==> config.mk <==
export PLATFORM = sky130hd
export DESIGN_NAME = ahb_dbg_master
export DESIGN_NICKNAME = d
export VERILOG_FILES = /design/src/rtl/ahb_dbg_master.sv
export SDC_FILE = /design/constraint.sdc
export NUM_CORES = 1
export LEC_CHECK = 0
export ABC_AREA = 1
export CAP_MARGIN = 10
export CORE_MARGIN = 1
export CORE_UTILIZATION = 50
export CTS_CLUSTER_DIAMETER = 30
export DETAILED_ROUTE_END_ITERATION = 8
export HOLD_SLACK_MARGIN = 0.06
export MAX_ROUTING_LAYER = met4
export PLACE_DENSITY = 0.76
export SLEW_MARGIN = 20
export SYNTH_ARGS = -nofsm -noshare
export SYNTH_HDL_FRONTEND = slang
export SYNTH_SLANG_ARGS = --single-unit
==> constraint.sdc <==
create_clock -name hclk -period 2.61 [get_ports hclk]
set_clock_uncertainty 0.1 [all_clocks]
set_input_delay 0.783 -clock hclk [delete_from_list [all_inputs] [get_ports hclk]]
set_output_delay 0.783 -clock hclk [all_outputs]
set_load 0.02 [all_outputs]
==> src/rtl/ahb_dbg_master.sv <==
// ---------------------------------------------------------------------------
// ahb_dbg_master
//   Debug bus initiator. Parses read/write command frames from a byte stream
//   (typically a UART receiver) and issues single-word AHB-Lite transfers.
//   Status and read data go back as a byte stream (typically to a UART
//   transmitter).
//
//   Frames (multi-byte fields MSB first):
//     write : 0x57 A3 A2 A1 A0 D3 D2 D1 D0   -> 0x4B
//     read  : 0x52 A3 A2 A1 A0               -> 0x4B D3 D2 D1 D0
//     bus error -> 0x45, data-phase timeout -> 0x54, bad opcode -> 0x3F
//
// Ports
//   hclk, hreset          clock, synchronous active-high reset
//   rx_valid_i/rx_data_i  command byte in; rx_ready_o accepts it
//   tx_valid_o/tx_data_o  response byte out; tx_ready_i consumes it
//   haddr_o .. hwdata_o   AHB-Lite master request signals
//   hrdata_i, hready_i,   AHB-Lite slave response signals
//   hresp_i
//   busy_o                high whenever a frame is in progress
// ---------------------------------------------------------------------------
module ahb_dbg_master #(
   parameter int unsigned AWIDTH  = 32,
   parameter int unsigned DWIDTH  = 32,
   parameter int unsigned TIMEOUT = 256
) (
   input  logic              hclk,
   input  logic              hreset,
   input  logic              rx_valid_i,
   input  logic [7:0]        rx_data_i,
   output logic              rx_ready_o,
   output logic              tx_valid_o,
   output logic [7:0]        tx_data_o,
   input  logic              tx_ready_i,
   output logic [AWIDTH-1:0] haddr_o,
   output logic [1:0]        htrans_o,
   output logic              hwrite_o,
   output logic [2:0]        hsize_o,
   output logic [2:0]        hburst_o,
   output logic [DWIDTH-1:0] hwdata_o,
   input  logic [DWIDTH-1:0] hrdata_i,
   input  logic              hready_i,
   input  logic              hresp_i,
   output logic              busy_o
);

   // One extra bit so the counter can represent TIMEOUT without wrapping.
   localparam int unsigned   WW        = $clog2(TIMEOUT) + 1;
   localparam logic [WW-1:0] WAIT_LAST = WW'(TIMEOUT - 1);

   localparam logic [7:0] OP_WRITE = 8'h57;
   localparam logic [7:0] OP_READ  = 8'h52;
   localparam logic [7:0] RSP_OK   = 8'h4B;
   localparam logic [7:0] RSP_ERR  = 8'h45;
   localparam logic [7:0] RSP_TMO  = 8'h54;
   localparam logic [7:0] RSP_UNK  = 8'h3F;

   localparam logic [1:0] HTRANS_IDLE   = 2'b00;
   localparam logic [1:0] HTRANS_NONSEQ = 2'b10;

   typedef enum logic [2:0] {
      ST_IDLE,
      ST_ADDR,
      ST_WDATA,
      ST_BUS_A,
      ST_BUS_D,
      ST_RESP
   } state_t;

   state_t            state_q,     state_d;
   logic              is_write_q,  is_write_d;
   logic [1:0]        byte_cnt_q,  byte_cnt_d;
   logic [31:0]       addr_q,      addr_d;
   logic [DWIDTH-1:0] wdata_q,     wdata_d;
   logic [AWIDTH-1:0] haddr_q,     haddr_d;
   logic [1:0]        htrans_q,    htrans_d;
   logic              hwrite_q,    hwrite_d;
   logic [DWIDTH-1:0] hwdata_q,    hwdata_d;
   logic [WW-1:0]     wait_q,      wait_d;
   logic [DWIDTH-1:0] rbuf_q,      rbuf_d;
   logic [2:0]        resp_left_q, resp_left_d;
   logic              tx_valid_q,  tx_valid_d;
   logic [7:0]        tx_data_q,   tx_data_d;
   logic              rx_ready_q,  rx_ready_d;

   logic rx_take;
   logic tx_take;

   // Word-aligned bus address from the 32-bit address field.
   function automatic logic [AWIDTH-1:0] word_addr(input logic [31:0] a);
      word_addr = AWIDTH'(a) & ~AWIDTH'(3);
   endfunction

   assign rx_take = rx_valid_i && rx_ready_q;
   assign tx_take = tx_valid_q && tx_ready_i;

   always_comb begin
      state_d     = state_q;
      is_write_d  = is_write_q;
      byte_cnt_d  = byte_cnt_q;
      addr_d      = addr_q;
      wdata_d     = wdata_q;
      haddr_d     = haddr_q;
      htrans_d    = htrans_q;
      hwrite_d    = hwrite_q;
      hwdata_d    = hwdata_q;
      wait_d      = wait_q;
      rbuf_d      = rbuf_q;
      resp_left_d = resp_left_q;
      tx_valid_d  = tx_valid_q;
      tx_data_d   = tx_data_q;

      case (state_q)
         ST_IDLE: begin
            if (rx_take) begin
               byte_cnt_d = 2'd0;
               if (rx_data_i == OP_WRITE) begin
                  is_write_d = 1'b1;
                  state_d    = ST_ADDR;
               end else if (rx_data_i == OP_READ) begin
                  is_write_d = 1'b0;
                  state_d    = ST_ADDR;
               end else begin
                  state_d     = ST_RESP;
                  tx_valid_d  = 1'b1;
                  tx_data_d   = RSP_UNK;
                  resp_left_d = 3'd0;
               end
            end
         end

         ST_ADDR: begin
            if (rx_take) begin
               addr_d     = {addr_q[23:0], rx_data_i};
               byte_cnt_d = byte_cnt_q + 2'd1;
               if (byte_cnt_q == 2'd3) begin
                  if (is_write_q) begin
                     state_d = ST_WDATA;
                  end else begin
                     // Read: launch the address phase straight from the
                     // byte just received.
                     state_d  = ST_BUS_A;
                     htrans_d = HTRANS_NONSEQ;
                     haddr_d  = word_addr(addr_d);
                     hwrite_d = 1'b0;
                  end
               end
            end
         end

         ST_WDATA: begin
            if (rx_take) begin
               wdata_d    = {wdata_q[DWIDTH-9:0], rx_data_i};
               byte_cnt_d = byte_cnt_q + 2'd1;
               if (byte_cnt_q == 2'd3) begin
                  state_d  = ST_BUS_A;
                  htrans_d = HTRANS_NONSEQ;
                  haddr_d  = word_addr(addr_q);
                  hwrite_d = 1'b1;
               end
            end
         end

         ST_BUS_A: begin
            if (hready_i) begin
               state_d  = ST_BUS_D;
               htrans_d = HTRANS_IDLE;
               wait_d   = '0;
               // Write data only moves on entry to the data phase; a read
               // leaves the previous value on the bus.
               if (is_write_q) begin
                  hwdata_d = wdata_q;
               end
            end
         end

         ST_BUS_D: begin
            if (hready_i) begin
               state_d    = ST_RESP;
               tx_valid_d = 1'b1;
               if (hresp_i) begin
                  tx_data_d   = RSP_ERR;
                  resp_left_d = 3'd0;
               end else begin
                  tx_data_d   = RSP_OK;
                  rbuf_d      = hrdata_i;
                  resp_left_d = is_write_q ? 3'd0 : 3'(DWIDTH / 8);
               end
            end else if (wait_q == WAIT_LAST) begin
               // This edge is wait state number TIMEOUT: give up.
               state_d     = ST_RESP;
               tx_valid_d  = 1'b1;
               tx_data_d   = RSP_TMO;
               resp_left_d = 3'd0;
            end else begin
               wait_d = wait_q + WW'(1);
            end
         end

         ST_RESP: begin
            if (tx_take) begin
               if (resp_left_q == 3'd0) begin
                  tx_valid_d = 1'b0;
                  state_d    = ST_IDLE;
               end else begin
                  tx_data_d   = rbuf_q[DWIDTH-1 -: 8];
                  rbuf_d      = {rbuf_q[DWIDTH-9:0], 8'h00};
                  resp_left_d = resp_left_q - 3'd1;
               end
            end
         end

         default: begin
            state_d = ST_IDLE;
         end
      endcase

      rx_ready_d = (state_d == ST_IDLE) || (state_d == ST_ADDR) ||
                   (state_d == ST_WDATA);
   end

   always_ff @(posedge hclk) begin
      if (hreset) begin
         state_q     <= ST_IDLE;
         is_write_q  <= 1'b0;
         byte_cnt_q  <= '0;
         addr_q      <= '0;
         wdata_q     <= '0;
         haddr_q     <= '0;
         htrans_q    <= HTRANS_IDLE;
         hwrite_q    <= 1'b0;
         hwdata_q    <= '0;
         wait_q      <= '0;
         rbuf_q      <= '0;
         resp_left_q <= '0;
         tx_valid_q  <= 1'b0;
         tx_data_q   <= '0;
         rx_ready_q  <= 1'b0;
      end else begin
         state_q     <= state_d;
         is_write_q  <= is_write_d;
         byte_cnt_q  <= byte_cnt_d;
         addr_q      <= addr_d;
         wdata_q     <= wdata_d;
         haddr_q     <= haddr_d;
         htrans_q    <= htrans_d;
         hwrite_q    <= hwrite_d;
         hwdata_q    <= hwdata_d;
         wait_q      <= wait_d;
         rbuf_q      <= rbuf_d;
         resp_left_q <= resp_left_d;
         tx_valid_q  <= tx_valid_d;
         tx_data_q   <= tx_data_d;
         rx_ready_q  <= rx_ready_d;
      end
   end

   assign rx_ready_o = rx_ready_q;
   assign tx_valid_o = tx_valid_q;
   assign tx_data_o  = tx_data_q;
   assign haddr_o    = haddr_q;
   assign htrans_o   = htrans_q;
   assign hwrite_o   = hwrite_q;
   assign hsize_o    = 3'b010;
   assign hburst_o   = 3'b000;
   assign hwdata_o   = hwdata_q;
   assign busy_o     = (state_q != ST_IDLE);

endmodule

==> results.sh <==
export IMPL_fmax_ghz=0.428
export IMPL_synth_area_leaders="dfxtp_1 (49%), nor2_1 (11%), o21ai_0 (9.7%), nand2_1 (7.1%), a21oi_1 (4.0%)"
export IMPL_critical_path_top_delay_family="buffers and inverters"
export IMPL_die_h_um=127
export IMPL_fin_setup_tns_ns=0
export IMPL_cts_sinks=188
export IMPL_io_pins=130
export IMPL_post_place_ws_ns=0.101
export IMPL_synthAdderAreaFrac_pct=0.806
export IMPL_p_leak_uw=0.00415
export IMPL_worstMarginPinSlew_ns=0.499
export IMPL_dp_cells=1307
export IMPL_rows=45
export IMPL_status="complete, no violations"
export IMPL_antenna_found_initial=0
export IMPL_cts_tree="done"
export IMPL_finalMaxSlewViolations=0
export IMPL_yosysMostFrequentCell="nor2_1"
export IMPL_synth_top_cell_by_area="dfxtp_1"
export IMPL_crit_path_max_incr_delay_ns=0.63
export IMPL_hp_class="flip-flop to flip-flop"
export IMPL_peakVddDrop_mv=0.408
export IMPL_clock_latency_ns=0.43
export IMPL_setup_ws_ns=0.275
export IMPL_numCtsBuffers=17
export IMPL_syn_area_um2=7760
export IMPL_gr_total_overflow=0
export IMPL_yosys_warnings=0
export IMPL_synth_avg_cell_area_um2=7.55
export IMPL_ys_ff_latch=188
export IMPL_die_w_um=127
export IMPL_start_kind="flip-flop"
export IMPL_drt_first_pass_iters=8
export IMPL_design_core_area_um2=15100
export IMPL_root_buffer="clkbuf_16"
export IMPL_vias=6890
export IMPL_crit_chain="clkdlybuf4s50_1"
export IMPL_path_max_fanout=3
export IMPL_gr_usage_all_layers_pct=23.4
export IMPL_critPathSlowestCell="clkdlybuf4s50_1"
export IMPL_ys_seq_area_share_pct=48.5
export IMPL_final_cells=1339
export IMPL_grt_pass1_wl_um=29200
export IMPL_start_util_pct=51.2
export IMPL_synth_xor_area_share_pct=0.226
export IMPL_cp_buffers_inverters=1
export IMPL_synth_top_family_by_area="simple AND/OR/NAND/NOR gates"
export IMPL_drtIter0Drc=538
export IMPL_end_kind="primary output"
export IMPL_htreeDepth=4
export IMPL_final_setup_viol_count=0
export IMPL_synthSimpleGateAreaFrac_pct=24.5
export IMPL_synth_cells=1027
export IMPL_synth_common_cells="nor2_1 (226), dfxtp_1 (188), o21ai_0 (150), nand2_1 (147), a21oi_1 (62)"
export IMPL_crit_required_ns=1.73
export IMPL_async_flop_share_pct=0
export IMPL_final_nets=1189
export IMPL_grt_max_degree=83
export IMPL_post_synth_top_area_fraction_pct=48.5
export IMPL_clk_pin_slew_ns=0.07
export IMPL_synth_edf_count=0
export IMPL_clockBufferDepth=2
export IMPL_max_cap_violations=0
export IMPL_rsz0062_at_grt="no"
export IMPL_viasPerCell=5.15
export IMPL_gp_congestion=0.860
export IMPL_synth_compound_area_share_pct=18.3
export IMPL_hold_viol=0
export IMPL_drt_drc_violations_left=0
export IMPL_wl_per_cell_um=13.3
export IMPL_synthToLayoutAreaGrowth_pct=25.4
export IMPL_ant_nets=0
export IMPL_synth_ff_type="dfxtp_1"
export IMPL_worstPathArrival_ns=1.45
export IMPL_n_antenna_cell=0
export IMPL_critPathKind="flip-flop to primary output"
export IMPL_maxSlewHeadroom_pct=66.7
export IMPL_die_area_um2=16000
export IMPL_io_buffers=120
export IMPL_synth_distinct_cells=39
export IMPL_synthMuxAreaShare_pct=0
export IMPL_hpwl_um=11900
export IMPL_period_share_pct=89.5
export IMPL_first_global_vias=6067
export IMPL_wirelength_um=17700
export IMPL_layout_drive_gt1_share_pct=9.30
export IMPL_power_density_nw_per_um2=654
export IMPL_layout_min_cycle_time_ns=2.33
[logic make-up (layout without fill, tap and decap cells)]
| logic type | Yosys count | count (layout) |
|---|---|---|
| simple gates | 452 | 452 |
| compound gates | 256 | 256 |
| flops | 188 | 188 |
| buf+inv | 122 | 239 |
| fa+ha+maj | 5 | 5 |
| other cells | 2 | 9 |
| xor+xnor | 2 | 2 |
[layout by cell type, fill, tap and decap left out, types with 3 or more instances in the layout]
cell type        netlist  layout
ha_1                   5       5
nor3_1                 9       9
buf_4                 16      33
nor2_1               226     226
nor2_2                 8       8
nand4_1                7       7
inv_2                  8       8
clkdlybuf4s50_1        0     119
inv_6                  0       4
nand2_2                9       9
nand3_1               33      33
inv_1                 40      39
dfxtp_1              188     186
clkinv_4               0       3
o211a_1               23      23
nand2_1              147     147
a211oi_1               3       3
conb_1                 2       9
o21ai_0              150     150
nor2_4                 3       3
o21ai_1               11      11
clkinvlp_4             0       4
buf_12                 0       4
a21oi_1               62      62
clkbuf_16              0      17
[through the flow]
stage / cell area (um2) / hold WS (ns) / power (uW) / util [%]
floorplan: 7780 / 0.325 / 3650 / -
global placement: 9160 / 0.334 / 3910 / 60.5
detailed placement: 9160 / 0.341 / 3920 / 60.5
CTS: 9720 / 0.351 / 6400 / 64.2
global route: 9730 / 0.377 / 6620 / 64.2
finish: 9730 / 0.346 / 6360 / 64.2
[worst register-to-register path, delay by kind of cell, from the launching register on]
kind	cells	cell delay, ns
adder cells (fa/ha/maj)	2	0.40
buffers and inverters	2	0.15
AND/OR/NAND/NOR	6	0.82
flip-flops	1	0.37
AO/OA/AOI/OAI	1	0.06
[area by class of cell]
| class | instances | area (um2) |
|---|---|---|
| clock buffers | 19 | 433 |
| clock inverters | 13 | 133 |
| fillers | 1325 | 5420 |
| inverters | 50 | 194 |
| multi-input cells | 724 | 3430 |
| flip-flops and latches | 188 | 3770 |
| well taps | 188 | 235 |
| repair buffers | 157 | 1530 |
[metal layers]
metal | global-route usage [%] | routed length (um) | vias up
met4 | 8.36 | 252 | 0
met2 | 35.0 | 7950 | 203
met5 | - | 0 | -
met1 | 31.7 | 8670 | 3102
li1 | - | - | 3568
met3 | 4.26 | 882 | 17
[registers in the layout (all words and copies together) (netlist names)]
| signal | count |
|---|---|
| wait_q | 9 |
| rbuf_q | 32 |
| tx_data_o | 8 |
| haddr_o | 30 |
| htrans_o | 1 |
| is_write_q | 1 |
| addr_q | 32 |
| hwdata_o | 32 |
| rx_ready_o | 1 |
| tx_valid_o | 1 |
| state_q | 3 |
| resp_left_q | 3 |
| byte_cnt_q | 2 |
| wdata_q | 32 |
| hwrite_o | 1 |
[timing repair]
item / in CTS / in global routing
gates resized for setup: 2 / 1
setup buffers: 0 / 0
hold buffers: 0 / 0
hold endpoints to repair: 0 / 0
endpoints found under the setup margin: 1 / 1
[path summary, 6_finish.rpt]
check                      end  slack, ns  cells after the start       start
hold reg to reg     addr_q[25]       0.35                      2  addr_q[25]
setup reg to reg  tx_data_o[4]       0.59                     11   wait_q[0]
hold / removal      addr_q[25]       0.35                      2  addr_q[25]
setup / recovery    tx_valid_o       0.28                      1  tx_valid_o
[power breakdown]
group | internal, uW | leakage (uW) | switching [uW]
logic | 335 | 0.00237 | 472
clock network | 1340 | 0.000263 | 1160
registers | 2990 | 0.00152 | 70.8
No activity file was read; power rests on OpenSTA's default activity.
